## config.mk

```make
export PLATFORM = sky130hd
export DESIGN_NAME = debug_cmd_sequencer
export DESIGN_NICKNAME = d
export VERILOG_FILES = /design/src/rtl/debug_cmd_sequencer.sv
export SDC_FILE = /design/constraint.sdc
export NUM_CORES = 1
export LEC_CHECK = 0
export BUFFER_PORTS_ARGS = -buffer_cell sky130_fd_sc_hd__buf_2
export CORE_ASPECT_RATIO = 1.2
export CORE_MARGIN = 3
export CORE_UTILIZATION = 45
export DETAILED_ROUTE_END_ITERATION = 10
export PLACE_DENSITY = 0.81
export RECOVER_POWER = 100
export SYNTH_ARGS = -nofsm -noshare
export SYNTH_HDL_FRONTEND = slang
export SYNTH_SLANG_ARGS = --single-unit
```

## constraint.sdc

```tcl
create_clock -name i_clock -period 3.15 [get_ports i_clock]
set_input_delay 0.315 -clock i_clock [delete_from_list [all_inputs] [get_ports i_clock]]
set_output_delay 0.315 -clock i_clock [all_outputs]
set_load 0.005 [all_outputs]
```

## src/rtl/debug_cmd_sequencer.sv

```systemverilog
// debug_cmd_sequencer: UART-side debug controller; loads IM, runs/steps the CPU, dumps PC and register bank over UART.
//   i_clock/i_reset      clock, async active-high reset
//   i_rx_done/i_rx_data  received byte strobe and data
//   i_tx_done            transmitter finished current byte
//   i_halt, i_pc         CPU halt status and program counter
//   i_rb_data/o_rb_addr  register bank debug read port
//   o_im_we/addr/data    instruction memory write port
//   o_cpu_enable         CPU clock enable
//   o_tx_data/o_tx_start byte to transmit and start pulse
//   o_state              one-hot state
module debug_cmd_sequencer #(
  parameter int BYTE     = 8,
  parameter int DWORD    = 32,
  parameter int IM_BYTES = 256,
  parameter int RB_ADDR  = 5,
  parameter int NB_ST    = 10,
  localparam int NB_IMA  = $clog2(IM_BYTES/4)
) (
  input  logic               i_clock,
  input  logic               i_reset,
  input  logic               i_rx_done,
  input  logic [BYTE-1:0]    i_rx_data,
  input  logic               i_tx_done,
  input  logic               i_halt,
  input  logic [DWORD-1:0]   i_pc,
  input  logic [DWORD-1:0]   i_rb_data,
  output logic [RB_ADDR-1:0] o_rb_addr,
  output logic               o_im_we,
  output logic [NB_IMA-1:0]  o_im_addr,
  output logic [DWORD-1:0]   o_im_data,
  output logic               o_cpu_enable,
  output logic [BYTE-1:0]    o_tx_data,
  output logic               o_tx_start,
  output logic [NB_ST-1:0]   o_state
);
  localparam int NB_BC  = $clog2(IM_BYTES) + 1;
  localparam int NB_IDX = RB_ADDR + 1;
  localparam int NW     = 2**RB_ADDR;
  typedef enum logic [NB_ST-1:0] {
    IDLE     = NB_ST'(1 << 0),
    LOAD     = NB_ST'(1 << 1),
    IM_WR    = NB_ST'(1 << 2),
    READY    = NB_ST'(1 << 3),
    RUN      = NB_ST'(1 << 4),
    STEP     = NB_ST'(1 << 5),
    LATCH    = NB_ST'(1 << 6),
    TX_START = NB_ST'(1 << 7),
    TX_WAIT  = NB_ST'(1 << 8),
    DONE     = NB_ST'(1 << 9)
  } state_t;
  state_t state_q, state_d;
  logic [DWORD-1:0]  buf_q, buf_d, word_q, word_d, word_sh;
  logic [NB_BC-1:0]  bcnt_q, bcnt_d;
  logic [NB_IMA-1:0] wcnt_q, wcnt_d;
  logic [NB_IDX-1:0] idx_q, idx_d;
  logic [1:0]        bsel_q, bsel_d;
  logic [BYTE-1:0]   tx_q, tx_d, tx_byte;
  logic              loaded_q, loaded_d;
  // MSB-first byte selection: shift the chosen byte into the top lane
  assign word_sh      = word_q << {bsel_q, 3'b000};
  assign tx_byte      = word_sh[DWORD-1 -: BYTE];
  assign o_state      = state_q;
  assign o_im_we      = state_q == IM_WR;
  assign o_im_addr    = wcnt_q;
  assign o_im_data    = buf_q;
  assign o_cpu_enable = state_q == RUN ? ~i_halt : state_q == STEP;
  assign o_tx_start   = state_q == TX_START;
  assign o_tx_data    = state_q == TX_START ? tx_byte : tx_q;
  // dump index 0 is the PC, so register k-1 is read for index k
  assign o_rb_addr    = state_q == LATCH ? RB_ADDR'(idx_q - 1'b1) : '0;
  always_comb begin
    state_d  = state_q;
    buf_d    = buf_q;
    bcnt_d   = bcnt_q;
    wcnt_d   = wcnt_q;
    loaded_d = loaded_q;
    idx_d    = idx_q;
    bsel_d   = bsel_q;
    word_d   = word_q;
    tx_d     = tx_q;
    case (state_q)
      IDLE: if (i_rx_done && i_rx_data == BYTE'(1)) begin
        state_d = LOAD;
        bcnt_d  = '0;
        wcnt_d  = '0;
      end
      LOAD: if (i_rx_done) begin
        buf_d  = {buf_q[DWORD-BYTE-1:0], i_rx_data};
        bcnt_d = bcnt_q + 1'b1;
        if (bcnt_q[1:0] == 2'd3) state_d = IM_WR;
      end
      IM_WR: begin
        wcnt_d = wcnt_q + 1'b1;
        if (bcnt_q == NB_BC'(IM_BYTES)) begin
          loaded_d = 1'b1;
          state_d  = READY;
        end else state_d = LOAD;
      end
      READY: if (i_rx_done) begin
        if (i_rx_data == BYTE'(1)) begin
          state_d  = LOAD;
          bcnt_d   = '0;
          wcnt_d   = '0;
          loaded_d = 1'b0;
        end else if (loaded_q && i_rx_data == BYTE'(2)) state_d = i_halt ? LATCH : RUN;
        else if (loaded_q && i_rx_data == BYTE'(3)) state_d = i_halt ? LATCH : STEP;
      end
      RUN: if (i_halt) state_d = LATCH;
      STEP: state_d = LATCH;
      LATCH: begin
        word_d  = idx_q == '0 ? i_pc : i_rb_data;
        bsel_d  = '0;
        state_d = TX_START;
      end
      TX_START: begin
        tx_d    = tx_byte;
        state_d = TX_WAIT;
      end
      TX_WAIT: if (i_tx_done) begin
        if (bsel_q != 2'd3) begin
          bsel_d  = bsel_q + 1'b1;
          state_d = TX_START;
        end else if (idx_q == NB_IDX'(NW)) state_d = DONE;
        else begin
          idx_d   = idx_q + 1'b1;
          state_d = LATCH;
        end
      end
      DONE: begin
        idx_d   = '0;
        state_d = READY;
      end
      default: state_d = IDLE;
    endcase
  end
  always_ff @(posedge i_clock or posedge i_reset) begin
    if (i_reset) begin
      state_q  <= IDLE;
      buf_q    <= '0;
      bcnt_q   <= '0;
      wcnt_q   <= '0;
      loaded_q <= 1'b0;
      idx_q    <= '0;
      bsel_q   <= '0;
      word_q   <= '0;
      tx_q     <= '0;
    end else begin
      state_q  <= state_d;
      buf_q    <= buf_d;
      bcnt_q   <= bcnt_d;
      wcnt_q   <= wcnt_d;
      loaded_q <= loaded_d;
      idx_q    <= idx_d;
      bsel_q   <= bsel_d;
      word_q   <= word_d;
      tx_q     <= tx_d;
    end
  end
endmodule

```

=== After elaboration in Yosys (flattened, before gate mapping) ===
Cells that the tools add are included.

* Flip-flop bits (word level): 106
* Bits of input ports: 77
* Word-level logic and storage cells: 100

* Add/sub/neg operators: 5
* Eq/ne operators: 29
* Shift-type cells: 1
* Mux-type cells: 39
* Bitwise operators: 1
* Reductions and logical operators: 16

{| class="wikitable"
|+ Operators by type and width
! cell !! count
|-
| $mux W10 || 11
|-
| $pmux W10 S10 || 1
|-
| $mux W6 || 6
|-
| $mux W9 || 4
|-
| $mux W32 || 1
|-
| $shl A32 B5 Y32 || 1
|-
| $pmux W9 S3 || 1
|-
| $ne A2 B2 Y1 const B || 11
|-
| $pmux W6 S3 || 1
|-
| $eq A8 B2 Y1 const B || 2
|-
| $mux W7 || 2
|-
| $add A6 B1 Y6 const B || 2
|-
| $pmux W6 S2 || 1
|-
| $reduce_and A4 Y1 || 3
|-
| $eq A10 B1 Y1 const B || 1
|-
| $eq A10 B10 Y1 const B || 1
|-
| $eq A10 B2 Y1 const B || 1
|-
| $eq A10 B3 Y1 const B || 1
|-
| $eq A10 B4 Y1 const B || 1
|-
| $eq A10 B5 Y1 const B || 1
|-
| $eq A10 B6 Y1 const B || 1
|-
| $eq A10 B7 Y1 const B || 1
|-
| $eq A10 B8 Y1 const B || 1
|-
| $eq A10 B9 Y1 const B || 1
|-
| 25 further kinds || 34
|}

=== Longest topological paths before layout ===
* Depth in word-level cells: 7
* Gate-level depth with buffers: 8
* Depth with buffers taken out: 7

=== Worst setup path before layout ===
Ideal clock, no wire load.

* Path kind: register -> register
* Start point: register idx_q[0]
* End point: register word_q[0]
* Data arrival time: 2.072 ns
* Data required time: 3.018 ns
* Path slack: 0.946 ns
* Stages on the path, launching flop included: 9
* Buffers on the path: 2
* Cell sequence: dfrtp_1 inv_1 ha_1 nor4b_1 nor2b_1 clkbuf_1 buf_2 mux2i_1 o21ai_1

* Longest elaborated chain between the ends: 2

{| class="wikitable"
|+ RTL lines
! item !! RTL line !! RTL
|-
| start, declared || 55 || <nowiki>logic [NB_IDX-1:0] idx_q, idx_d;</nowiki>
|-
| start signal, assigned || 153 || <nowiki>idx_q <= idx_d;</nowiki>
|-
| $logic_not A6 Y1 || 111 || <nowiki>word_d = idx_q == '0 ? i_pc : i_rb_data;</nowiki>
|-
| $mux W32 || 111 ||
|-
| end signal, assigned || 155 || <nowiki>word_q <= word_d;</nowiki>
|-
| end, declared || 52 || <nowiki>logic [DWORD-1:0] buf_q, buf_d, word_q, word_d, word_sh;</nowiki>
|}

Every way passes these cells.
A chain may end at the register's enable or synchronous reset.

=== Worst setup path in the final report ===
* Start point: register state_q[5], in the netlist o_state[5]
* End point: output port o_tx_data[6]

* Longest elaborated chain between the ends: 2

{| class="wikitable"
|+ RTL lines
! item !! RTL line !! RTL
|-
| start, declared || 51 || <nowiki>state_t state_q, state_d;</nowiki>
|-
| start signal, assigned || 148 || <nowiki>state_q <= state_d;</nowiki>
|-
| $eq A10 B8 Y1 || 68 || <nowiki>assign o_tx_data = state_q == TX_START ? tx_byte : tx_q;</nowiki>
|-
| $mux W8 || n/a ||
|-
| end, declared || 32 || <nowiki>output logic [BYTE-1:0] o_tx_data,</nowiki>
|}

Every way passes these cells.

==> flow_metrics.tcl <==
set metrics [dict create \
    fp-row-count 42 \
    yosysWarningCount 0 \
    clock_skew_ns 0.00615 \
    tightestPinTransition_ns 1.70 \
    numCtsBuffers 9 \
    nNetsFinal 766 \
    r2r_slack_ns 0.36 \
    syn_nets 637 \
    cts_tree "built" \
    min_from "i_rx_data[4]" \
    drv_cap 1 \
    clock-sinks 106 \
    rr_worst_depth 7 \
    violations "max-capacitance violations, max-slew violations" \
    portBuffers 140 \
    antenna_cells 0 \
    fp.dieH_um 124 \
    post_cts_buffers 0 \
    die_area_um2 13000 \
    final_cell_area_um2 6350 \
    synth_top_family_by_area "simple AND/OR/NAND/NOR gates" \
    ant_nets 0 \
    clk_latency_ns 0.34 \
    synth_adder_area_share_pct 1.43 \
    total_power_uw 3690 \
    register_area_um2 2650 \
    ys_types 50 \
    ios 141 \
    place_congestion 0.839 \
    synth-simple-area-share_pct 21.1 \
    h-tree-depth 3 \
    hpwl_um 9180 \
    synth_cells 554 \
    min_path_cells 3 \
    post_cts_resized 0 \
    setup_violations 0 \
    final_cell_mix "nand2_1, buf_2, dfrtp_1" \
    grt_pass1_wl_um 21300 \
    synth_area_um2 5250 \
    cts_hold_buf 0 \
    multi_input_comb_area_um2 2430 \
    worstHoldPathType "primary input to flip-flop" \
    vias 4523 \
    antenna_found_initial 0 \
    grt_pass1_vias 4420 \
    die_x_um 105 \
    vdd_drop_max_mv 0.334 \
    r2r-start "idx_q[0]" \
    final.setup.tns_ns 0 \
    synth-compound-area-share_pct 10.9 \
    start_kind "flip-flop" \
    leakagePower_uw 0.00340 \
    drc_errors 0 \
    yosysSeqAreaShare_pct 50.6 \
    synthFlopType "dfrtp_1" \
    power_density_nw_per_um2 582 \
    wl_um 12700 \
    syn_to_final_growth_pct 20.9 \
    gr-usage-all-layers_pct 19.7 \
    required_ns 2.83 \
    outcome "finished with violations" \
    start_util_pct 46.9 \
    place_area_um2 6100 \
    cts-root-buf "clkbuf_16" \
    wl_per_cell_um 15.0 \
    slew_violations 83 \
    hold_viol_final 0 \
    max_clock_freq_mhz 350 \
    rsz0062_at_grt "no" \
    synthArstFlopShare_pct 100 \
    clkTransAtPathRegs_ns 0.07 \
    slew_headroom_pct -13.4 \
    synth_mux_area_share_pct 11.5 \
    grt_max_degree 83 \
    first_pass_iters 5 \
    cts_buffer_depth 2 \
    synth_xor_area_share_pct 1.34 \
    drtIter0Drc 376 \
    num-fill-cells 1010 \
    vias_per_cell 5.37 \
    finalCritPeriodShare_pct 90.7 \
    syn_avg_cell_area_um2 9.47 \
    critical_path_class "flip-flop to output pin" \
    layout_commonest_cell "nand2_1" \
    cp-end-kind "output pin" \
    grt_overflow_total 0 \
    cp-startpoint "o_state[5]" \
    drive_gt1_share_pct 22.2 \
    path_max_fanout 10 \
    synth_seq_cells 106 \
    synth-edff-count 0 \
    core_um2 11200 \
    period_minus_slack_ns 2.86 \
    worstPathArrival_ns 2.54 \
]
==> kinds of logic (layout without fill, tap and decap cells) <==
kind of cell | Yosys count | after routing
adders and majority gates | 6 | 6
buffers and inverters | 44 | 178
and+or+nand+nor | 244 | 244
DFF | 106 | 106
xor gates and xnor gates | 8 | 8
AOI/OAI and AO/OA | 97 | 97
muxes | 49 | 49
==> registers in the layout (all words and copies together) (netlist names) <==
register,count
o_im_data,32
word_q,32
o_state,10
bcnt_q,9
tx_q,8
idx_q,6
o_im_addr,6
bsel_q,2
loaded_q,1
==> layout make-up <==
type	instances	share of cell area, %
Clock buffer	10	3.61
Clock inverter	6	1.03
Inverter	12	0.710
Multi-Input combinational cell	404	38.3
Sequential cell	106	41.8
Tap cell	154	3.04
Timing Repair Buffer	150	11.5
==> report_power, final <==
group          switching [µW]  internal, µW
Sequential                195          1560
Clock                     509           620
Combinational             459           346
==> through the flow <==
step / util, % / worst slack, ns / hold slack, ns / std cells
finish: 56.7 / 0.293 / 0.179 / 842
global route: 56.7 / 0.111 / 0.183 / 842
CTS: 57.1 / 0.334 / 0.176 / 842
detailed placement: 54.5 / 0.543 / 0.457 / 826
global placement: 54.5 / 0.610 / 0.452 / 826
floorplan: - / 0.0478 / 0.412 / 554
==> metal layers <==
layer	vias up	routed length, µm	global-route usage (%)
met5	-	0	0
li1	2176	-	-
met1	2163	5450	26.5
met2	174	6340	33.5
met4	0	123	4.86
met3	10	757	2.85
==> synth_stat cells (3+ instances only) <==
| library cell | count | share of area [%] |
|---|---|---|
| nor3b_1 | 3 | 0.43 |
| nor3_1 | 10 | 0.95 |
| dfrtp_1 | 105 | 50 |
| nand3_1 | 9 | 0.86 |
| clkbuf_1 | 27 | 1.9 |
| or4_1 | 4 | 0.57 |
| nand2_1 | 152 | 11 |
| nand2b_1 | 3 | 0.36 |
| mux4_2 | 8 | 3.4 |
| or3_1 | 4 | 0.48 |
| and3_1 | 6 | 0.72 |
| buf_2 | 4 | 0.38 |
| xor2_1 | 5 | 0.83 |
| o21ai_1 | 49 | 4.7 |
| a21oi_1 | 6 | 0.57 |
| nand4_1 | 7 | 0.83 |
| mux2i_1 | 32 | 6.1 |
| nor2_1 | 28 | 2.0 |
| a211oi_1 | 3 | 0.43 |
| nor4b_1 | 4 | 0.67 |
| mux2_2 | 9 | 1.9 |
| ha_1 | 6 | 1.4 |
| a31oi_1 | 8 | 0.95 |
| nor2b_1 | 5 | 0.60 |
| xnor2_1 | 3 | 0.50 |
| o21ai_0 | 11 | 1.0 |
| inv_1 | 11 | 0.79 |
| o31ai_1 | 3 | 0.43 |
==> critical path, stage by stage (launching register included) <==
cell     delay (ns)
dfrtp_1        0.51
or3_1          0.51
nor2_1         0.21
nand2_1        0.34
mux2_1         0.47
buf_2          0.14
==> worst paths after layout <==
kind                            endpoint
max                         o_tx_data[6]
min                         o_im_data[4]
max reg2reg                   word_q[27]
min reg2reg                o_im_data[24]
max in group asynchronous  o_im_data[30]
min in group asynchronous        tx_q[1]
No activity file was read; power rests on OpenSTA's default activity.
